$ cat src/rtl/vga_pkg.sv
// ---------------------------------------------------------------------------
// vga_pkg
// Shared 640x480@60 Hz timing constants and the coordinate type used by the
// raster timing generator and every pixel generator that consumes h/v counts.
//
// Contents:
//   COORD_W        - width of a raster coordinate (10 bits, covers 0..1023)
//   coord_t        - coordinate typedef shared with pixel generators
//   VGA_*          - default timing: divider, porches, sync widths, totals
//   in_span()      - half-open range test lo <= c < hi on a coordinate
// ---------------------------------------------------------------------------
package vga_pkg;

  localparam int COORD_W = 10;
  typedef logic [COORD_W-1:0] coord_t;

  // Board clocks per pixel: 100 MHz board clock -> 25 MHz pixel rate.
  localparam int VGA_CLK_DIV = 4;

  localparam int VGA_H_DISP  = 640;
  localparam int VGA_H_FP    = 16;
  localparam int VGA_H_SYNC  = 96;
  localparam int VGA_H_BP    = 48;
  localparam int VGA_H_TOTAL = VGA_H_DISP + VGA_H_FP + VGA_H_SYNC + VGA_H_BP; // 800

  localparam int VGA_V_DISP  = 480;
  localparam int VGA_V_FP    = 10;
  localparam int VGA_V_SYNC  = 2;
  localparam int VGA_V_BP    = 33;
  localparam int VGA_V_TOTAL = VGA_V_DISP + VGA_V_FP + VGA_V_SYNC + VGA_V_BP; // 525

  // Horizontal scroll ("border") defaults for scrolling glyph generators.
  localparam int VGA_BORDER_MIN  = 48;
  localparam int VGA_BORDER_STEP = 2;

  // Half-open interval test used by every position decode.
  function automatic logic in_span(input coord_t c, input int lo, input int hi);
    return (int'(c) >= lo) && (int'(c) < hi);
  endfunction

endpackage

$ cat src/rtl/vga_pix_div.sv
// ---------------------------------------------------------------------------
// vga_pix_div
// Free-running modulo-CLK_DIV divider that produces the pixel-advance strobe.
// pix_tick is registered: it is high for the single clock that follows the
// cycle in which the counter holds CLK_DIV-1, so after reset the first tick
// appears CLK_DIV clocks after rst falls and then repeats every CLK_DIV clocks.
// CLK_DIV must be >= 2.
//
// Ports:
//   clk      - board clock
//   rst      - synchronous reset, active-high
//   pix_tick - one-clock pulse every CLK_DIV clocks
// ---------------------------------------------------------------------------
module vga_pix_div #(
  parameter int CLK_DIV = 4
) (
  input  logic clk,
  input  logic rst,
  output logic pix_tick
);

  localparam int DIV_W = (CLK_DIV > 2) ? $clog2(CLK_DIV) : 1;
  typedef logic [DIV_W-1:0] div_t;
  localparam div_t DIV_LAST = div_t'(CLK_DIV - 1);

  div_t div_q, div_d;
  logic tick_q, tick_d;

  // NOTE: every variable assigned in always_comb gets a default on the first
  // line of the block; a path that leaves it unassigned would infer a latch.
  always_comb begin
    div_d  = div_q + 1'b1;
    tick_d = 1'b0;
    if (div_q == DIV_LAST) begin
      div_d  = '0;
      tick_d = 1'b1;
    end
  end

  // NOTE: sequential state uses non-blocking assignments only, so every
  // register samples the pre-edge value of the others regardless of order.
  always_ff @(posedge clk) begin
    if (rst) begin
      div_q  <= '0;
      tick_q <= 1'b0;
    end else begin
      div_q  <= div_d;
      tick_q <= tick_d;
    end
  end

  assign pix_tick = tick_q;

endmodule

$ cat src/rtl/vga_timing_gen.sv
// ---------------------------------------------------------------------------
// vga_timing_gen
// 640x480@60 Hz raster timing from the 100 MHz board clock. Produces the
// h_cnt/v_cnt/valid triplet for pixel generators and active-low hsync/vsync
// for the connector.
//
// Optional feature (macro VGA_TIMING_BORDER_EN): a per-frame horizontal
// scroll position "border" that steps by BORDER_STEP each frame and reloads
// BORDER_MIN once it would pass H_DISP. Without the macro the border port
// and register do not exist.
//
// Ports:
//   clk         - board clock, 100 MHz
//   rst         - synchronous reset, active-high
//   pix_tick    - one-clock pulse every CLK_DIV clocks (pixel advance)
//   h_cnt       - horizontal position, 0..H_TOTAL-1
//   v_cnt       - vertical position, 0..V_TOTAL-1
//   valid       - (h_cnt, v_cnt) lies in the visible area
//   hsync       - horizontal sync, active-low
//   vsync       - vertical sync, active-low
//   frame_start - one-clock pulse when the raster wraps to (0,0)
//   border      - scroll position (VGA_TIMING_BORDER_EN only)
// ---------------------------------------------------------------------------
module vga_timing_gen
  import vga_pkg::*;
#(
  parameter int CLK_DIV = VGA_CLK_DIV,
  parameter int H_DISP  = VGA_H_DISP,
  parameter int H_FP    = VGA_H_FP,
  parameter int H_SYNC  = VGA_H_SYNC,
  parameter int H_BP    = VGA_H_BP,
  parameter int V_DISP  = VGA_V_DISP,
  parameter int V_FP    = VGA_V_FP,
  parameter int V_SYNC  = VGA_V_SYNC,
  parameter int V_BP    = VGA_V_BP
`ifdef VGA_TIMING_BORDER_EN
  ,
  parameter int BORDER_MIN  = VGA_BORDER_MIN,
  parameter int BORDER_STEP = VGA_BORDER_STEP
`endif
) (
  input  logic               clk,
  input  logic               rst,
  output logic               pix_tick,
  output logic [COORD_W-1:0] h_cnt,
  output logic [COORD_W-1:0] v_cnt,
  output logic               valid,
  output logic               hsync,
  output logic               vsync,
  output logic               frame_start
`ifdef VGA_TIMING_BORDER_EN
  ,
  output logic [COORD_W-1:0] border
`endif
);

  localparam int H_TOTAL  = H_DISP + H_FP + H_SYNC + H_BP;
  localparam int V_TOTAL  = V_DISP + V_FP + V_SYNC + V_BP;
  localparam int HS_START = H_DISP + H_FP;
  localparam int HS_END   = HS_START + H_SYNC;
  localparam int VS_START = V_DISP + V_FP;
  localparam int VS_END   = VS_START + V_SYNC;

  localparam coord_t H_LAST = coord_t'(H_TOTAL - 1);
  localparam coord_t V_LAST = coord_t'(V_TOTAL - 1);

  logic   tick;
  coord_t h_q, h_d;
  coord_t v_q, v_d;
  logic   valid_q, valid_d;
  logic   hsync_q, hsync_d;
  logic   vsync_q, vsync_d;
  logic   fstart_q, fstart_d;
  logic   frame_wrap;

  vga_pix_div #(
    .CLK_DIV (CLK_DIV)
  ) u_pix_div (
    .clk      (clk),
    .rst      (rst),
    .pix_tick (tick)
  );

  always_comb begin
    h_d        = h_q;
    v_d        = v_q;
    valid_d    = valid_q;
    hsync_d    = hsync_q;
    vsync_d    = vsync_q;
    frame_wrap = tick && (h_q == H_LAST) && (v_q == V_LAST);

    if (tick) begin
      if (h_q == H_LAST) begin
        h_d = '0;
        v_d = (v_q == V_LAST) ? '0 : v_q + 1'b1;
      end else begin
        h_d = h_q + 1'b1;
      end
      // Decodes are taken from the next-state position so they change on the
      // same edge as the counters. They only load on a tick: this keeps the
      // reset value of valid (0) at (0,0) until the raster first moves.
      valid_d = in_span(h_d, 0, H_DISP) && in_span(v_d, 0, V_DISP);
      hsync_d = !in_span(h_d, HS_START, HS_END);
      vsync_d = !in_span(v_d, VS_START, VS_END);
    end

    fstart_d = frame_wrap;
  end

  always_ff @(posedge clk) begin
    if (rst) begin
      h_q      <= '0;
      v_q      <= '0;
      valid_q  <= 1'b0;
      hsync_q  <= 1'b1;
      vsync_q  <= 1'b1;
      fstart_q <= 1'b0;
    end else begin
      h_q      <= h_d;
      v_q      <= v_d;
      valid_q  <= valid_d;
      hsync_q  <= hsync_d;
      vsync_q  <= vsync_d;
      fstart_q <= fstart_d;
    end
  end

`ifdef VGA_TIMING_BORDER_EN
  coord_t             border_q, border_d;
  logic [COORD_W:0]   border_sum;

  // One extra bit so the overflow check cannot wrap before the compare.
  always_comb begin
    border_sum = {1'b0, border_q} + (COORD_W + 1)'(BORDER_STEP);
    border_d   = border_q;
    if (frame_wrap) begin
      border_d = (int'(border_sum) > H_DISP) ? coord_t'(BORDER_MIN)
                                             : border_sum[COORD_W-1:0];
    end
  end

  always_ff @(posedge clk) begin
    if (rst) begin
      border_q <= coord_t'(BORDER_MIN);
    end else begin
      border_q <= border_d;
    end
  end

  assign border = border_q;
`endif

  assign pix_tick    = tick;
  assign h_cnt       = h_q;
  assign v_cnt       = v_q;
  assign valid       = valid_q;
  assign hsync       = hsync_q;
  assign vsync       = vsync_q;
  assign frame_start = fstart_q;

endmodule
$ cat config.mk
export PLATFORM = sky130hd
export DESIGN_NAME = vga_timing_gen
export DESIGN_NICKNAME = d
export VERILOG_FILES = /design/src/rtl/vga_pkg.sv /design/src/rtl/vga_pix_div.sv /design/src/rtl/vga_timing_gen.sv
export SDC_FILE = /design/constraint.sdc
export NUM_CORES = 1
export LEC_CHECK = 0
export BUFFER_PORTS_ARGS = -buffer_cell sky130_fd_sc_hd__buf_2
export CELL_PAD_IN_SITES_DETAIL_PLACEMENT = 1
export CELL_PAD_IN_SITES_GLOBAL_PLACEMENT = 1
export CORE_UTILIZATION = 44
export DETAILED_ROUTE_END_ITERATION = 12
export HOLD_SLACK_MARGIN = 0.1
export PLACE_DENSITY = 0.9
export SYNTH_ARGS = -nofsm -noshare
export SYNTH_HDL_FRONTEND = slang
export SYNTH_HIERARCHICAL = 1
export SYNTH_SLANG_ARGS = --single-unit
export TNS_END_PERCENT = 5
$ cat constraint.sdc
create_clock -name clk -period 3.8 [get_ports clk]
set_input_delay 0.76 -clock clk [delete_from_list [all_inputs] [get_ports clk]]
set_output_delay 0.76 -clock clk [all_outputs]
set_load 0.005 [all_outputs]
### Word-level counts from Yosys, hierarchy flattened

Index checks and enable logic that the tools add are counted.

* add/sub/neg operators: 3
* $mul: 0
* divide/modulo/power cells: 0
* magnitude comparators: 6
* eq/ne operators: 3
* shift operators: 0
* muxes and demuxes: 6
* bitwise gates (word level): 0
* reduce and logical (&&, ||, !) cells: 8

Operators with widths (count)
* $mux W10: 5
* $add A10 B1 Y10 const B: 2
* $eq A10 B10 Y1 const B: 2
* $lt A10 B10 Y1 const B: 2
* $lt A10 B9 Y1 const B: 2
* $ge A10 B10 Y1 const B: 1
* $ge A10 B9 Y1 const B: 1
* $logic_and A1 B1 Y1: 5
* $add A2 B1 Y2 const B: 1
* $eq A2 B2 Y1 const B: 1
* $logic_not A1 Y1: 2
* $reduce_or A2 Y1: 1
* $mux W1: 1

* flip-flop bits (word level): 27
* latch bits: 0
* bits in writable memories: 0
* ROM bits: 0
* input port bits: 2
* output and inout port bits: 25
* word-level logic and storage cells: 34
* memories kept: 0

### Depth between registers and ports, before layout

* word-level depth: 7
* mapped depth: 9
* depth with buffers taken out: 6

### Modules after synthesis

The synthesis kept the hierarchy.

Modules (own cells, without submodules)
* vga_timing_gen: instances 1, cells an instance 203, area each 1579.0 um^2, seq. area each 480.5 um^2
* vga_pix_div: instances 1, cells an instance 7, area each 103.8 um^2, seq. area each 60.1 um^2

### Least setup slack after synthesis

OpenSTA, ideal clock, no wires.

* kind: flip-flop to flip-flop
* start point: register h_q[0], in the netlist h_cnt[0]
* end point: register valid_q, in the netlist valid
* setup time: 117 ps
* arrival: 1993 ps
* data required time: 3683 ps
* slack: 1690 ps
* cell stages (with the launch flop): 8
* buffers on the path: 2
* clock period less this slack: 2110 ps
* path through: dfxtp_1 ha_1 and4_1 buf_4 and3_1 clkbuf_4 or4_1 a32o_1

* word-level cells in the longest chain between the ends: 5
* elaborated cells between the ends (all ways): 9
* classes of those cells: add/sub (1); order compare (2); eq/ne (1); mux (4); reduce/logical (1)

RTL lines
* from (decl): line vga_timing_gen.sv:68 `coord_t h_q, h_d;`
* from (signal assigned): line vga_timing_gen.sv:112 `h_q <= '0;`
* from (signal assigned): line vga_timing_gen.sv:119 `h_q <= h_d;`
* $add A10 B1 Y10 or $eq A10 B10 Y1 (tied branches): line vga_timing_gen.sv:97, vga_timing_gen.sv:93
* $mux W10: line vga_timing_gen.sv:93 `if (h_q == H_LAST) begin`
* $mux W10: line vga_timing_gen.sv:92 `if (tick) begin`
* $lt A10 B10 Y1 or $lt A10 B9 Y1 (tied branches): line vga_pkg.sv:38 `return (int'(c) >= lo) && (int'(c) < hi);`
* $logic_and A1 B1 Y1 *: line vga_timing_gen.sv:102 `valid_d = in_span(h_d, 0, H_DISP) && in_span(v_d, 0, V_DISP);`
* to (signal assigned): line vga_timing_gen.sv:121 `valid_q <= valid_d;`
* to (decl): line vga_timing_gen.sv:70 `logic valid_q, valid_d;`

Every way passes the cells marked *; elsewhere a longest branch is shown, timed or not. The select of a mux whose other input is x is not followed.
A chain may end at the register's enable or synchronous reset.

### Worst setup path in the final report

* start point: register h_q[0], in the netlist h_cnt[0]
* end point: register v_q[8], in the netlist v_cnt[8]

* word-level cells in the longest chain between the ends: 3

RTL lines
* $eq A10 B10 Y1: line vga_timing_gen.sv:93
* $mux W10: line vga_timing_gen.sv:93
* $mux W10: line vga_timing_gen.sv:92
* to (signal assigned): line vga_timing_gen.sv:120 `v_q <= v_d;`
* to (decl): line vga_timing_gen.sv:69 `coord_t v_q, v_d;`

Every way passes these cells. The select of a mux whose other input is x is not followed.

==> run summary <==
Top_reg_cell synth: dfxtp_1
Worst relative slew slack: 57.3%
Fin. max-slew vios: 0
Met2 Usage GRT: 34.2%
DRT antenna net count: 0
Critical Path Max Stage Delay: 500 ps
Worst Hold Class: reg -> reg
WP data arrival: 2510 ps
Initial core utilization: 46.0%
Cell Chain, Critical Path: ha_1, and4_1, nand4_1, nor4_1, xnor2_1, nor2_1
Largest net degree at the start of global routing: 30
Height of the die: 63.8 µm
Max Clock Freq: 0.424 GHz
Worst r2r src: h_cnt[0]
Total CTS buffers: 3
Share of cells above drive strength 1: 19.3%
CP Capture Type: flop
Tcrit/Tclk final: 62.0%
Critical Path RT: 3960 ps
GR Util All Layers: 21.6%
Status: finished clean
Worst path bufs/invs: 0
Total number of vias: 1,595
Post-Route WL: 4.25 mm
Syn Std Cell Area: 1680 µm²
Port Buffers: 26
Synth cell types: 49
Core Util, Final: 49.6%
Layout area overhead: 7.96%
Filler instances: 473
Max_cap viols: 0
CTS Buffer Depth: 2
Pwr Density: 262 nW/µm²
Clk sinks: 27
Final hold slack: 434 ps
Nets: 231
Reg2Reg Setup Slack: 1440 ps
Placed insts: 267
Top post-synthesis cells by count: dfxtp_1, nor2_1, nand2_1, o21ai_0, a21oi_1
# DRC: 0
Top-count cell post-synth: dfxtp_1
DR vias/cell: 5.89
Global route total overflow: 0
GP Congestion: 0.865
Post-CTS sizing: 0
Final Hold Viols: 0
Clock Latency Late Sink: 280 ps
Antenna violations before repair: 0
Post-DP HPWL: 3.06 mm
Critical Path Start Type: flop
I/O pin total: 27
Final setup violation count: 0
Critical path's top delay family: simple AND/OR/NAND/NOR gates
Fraction of the mapped netlist area in adder cells: 3.72%
Crit Path Class: reg -> reg
Ys Warns: 6
R2r worst-path depth: 6
Cts hold-fix bufs: 0
Number of synthesized flops with an enable pin: 0
Met3 usage: 2.86%
CP Launch Point: h_cnt[0]
Hold Path Depth: 1
Gate Count Post-Synth: 210
Post-CTS Setup Inserts: 0
Synth Area in Simple Gates: 32.4%
Synth top area share: 32.1%
Worst Clk Skew: 1.20 ps
Crit-path max FO: 14
CTS tree: yes
Row Count: 22
Routed WL per cell: 15.7 µm
Worst vdd ir: 137 µV
Die width: 63.8 µm
Post-route insts no fill: 271
Yosys top cell by area: dfxtp_1
Reg clk slew, reported paths: 100 ps
Asr flop ratio synth: 0%
CTS H-Tree Depth: 1
Compound-gate portion of the synthesized area: 17.0%
Min Tclk post-route: 2360 ps
Largest family of logic cells by synthesized area: simple AND/OR/NAND/NOR gates
Iter 0 DRT Violations: 77
GR peak layer: met2
Hold_sp: u_pix_div/div_q[0]
Sequential element share of the synthesized area: 32.1%
Multi-input logic area: 1010 µm²
CTS root buf: clkbuf_8
Yosys reg bits: 27
Multiplexer area fraction after synthesis: 2.38%
Xor-xnor portion of the synthesized cell area: 4.68%
Avg Synthesized Cell Area: 8.01 µm²
Post-synthesis net count: 217
Leak: 0.667 nW
First-pass GRT wire length: 7.00 mm
Setup TNS after final layout: 0 ps
Core Area: 3660 µm²
Crit-path slowest cell: nor4_1
Global-route met1 utilization: 29.9%
Final antenna diode count: 0
Pre-Repair DR Iteration Count: 4
Power Total: 0.477 mW
Vias in the first global route: 1,455
Slew @ Worst Pin: 639 ps
Worst path depth: 6
RSZ-0062 raised after global routing: no
Die footprint: 4080 µm²
Largest cells by area after synthesis: dfxtp_1, nor2_1, o21ai_0, ha_1, xnor2_1
Seq. cell area: 541 µm²
## cell type report
class                           count  area share, %
Clock buffer                        3           2.27
Sequential cell                    27           29.8
Tap cell                           48           3.31
Inverter                            7           1.45
Multi-Input combinational cell    159           55.8
Clock inverter                      1          0.275
Timing Repair Buffer               26           7.16
## final timing paths
| kind | endpoint |
|---|---|
| worst max-delay path | v_cnt[8] |
| worst min-delay path | u_pix_div/div_q[0] |
| worst max register to register | v_cnt[8] |
| worst min register to register | u_pix_div/div_q[0] |
## through the flow
| stage | cell area (µm²) | setup slack, ps |
|---|---|---|
| floorplan | 1680 | 1690 |
| global placement | 1770 | 1570 |
| detailed placement | 1770 | 1400 |
| CTS | 1820 | 1420 |
| global route | 1820 | 1210 |
| finish | 1820 | 1440 |
## cell usage in the layout, fill, tap and decap left out, types with 2 or more instances in the layout
cell type  synthesis  routed
and3_2             2       2
nand4_1            7       7
or3_1              2       2
nor4_1             6       6
a41oi_1            2       2
o21a_1             2       2
a21oi_1           12      12
a22oi_1            3       3
ha_1               5       5
a2111oi_0          2       2
nor2_1            23      23
a31oi_1            3       3
clkbuf_8           0       3
inv_1              6       6
o22ai_1            2       2
nand3b_1           3       3
a211oi_1           3       3
o21ai_0           13      13
xnor2_1            7       7
nand2_1           14      14
dfxtp_1           27      27
or3b_2             3       3
nand3_1            6       6
or4_1              2       2
buf_2              4      26
mux2i_1            4       4
and3_1             4       4
and4_1             2       2
nor3_1             9       9
xor2_1             2       2
and3b_1            2       2
## cells by family (layout without fill, tap and decap cells)
| family | Yosys count | in the layout |
|---|---|---|
| XOR/XNOR | 9 | 9 |
| AO/OA/AOI/OAI | 46 | 46 |
| AND/OR/NAND/NOR | 95 | 95 |
| multiplexers | 4 | 4 |
| flip-flops | 27 | 27 |
| buffers and inverters | 24 | 37 |
| adder cells (fa/ha/maj) | 5 | 5 |
## worst reg2reg max path: stages (launching register included)
cell     delay, ps
dfxtp_1        470
ha_1           240
and4_1         360
nand4_1        460
nor4_1         500
xnor2_1        160
nor2_1          50
## power breakdown
group,leakage [nW],internal [mW],switching [mW]
Clock,0.0255,0.0737,0.0956
Sequential,0.218,0.287,0.00440
Combinational,0.424,0.00678,0.00940
## per-layer routing
layer  share of wire (%)  vias up  routed length [µm]
met5                   0        -                   0
met4                0.94        0                  40
met3                 3.5        4                 149
met2                  47       28                1980
met1                  49      766                2080
li1                    -      797                   -
## state kept, by name, indices dropped and copies added (netlist names)
name	count
hsync	1
u_pix_div/div_q	2
h_cnt	10
vsync	1
valid	1
v_cnt	10
frame_start	1
u_pix_div/pix_tick	1
Power figures use the tool's default switching activity.
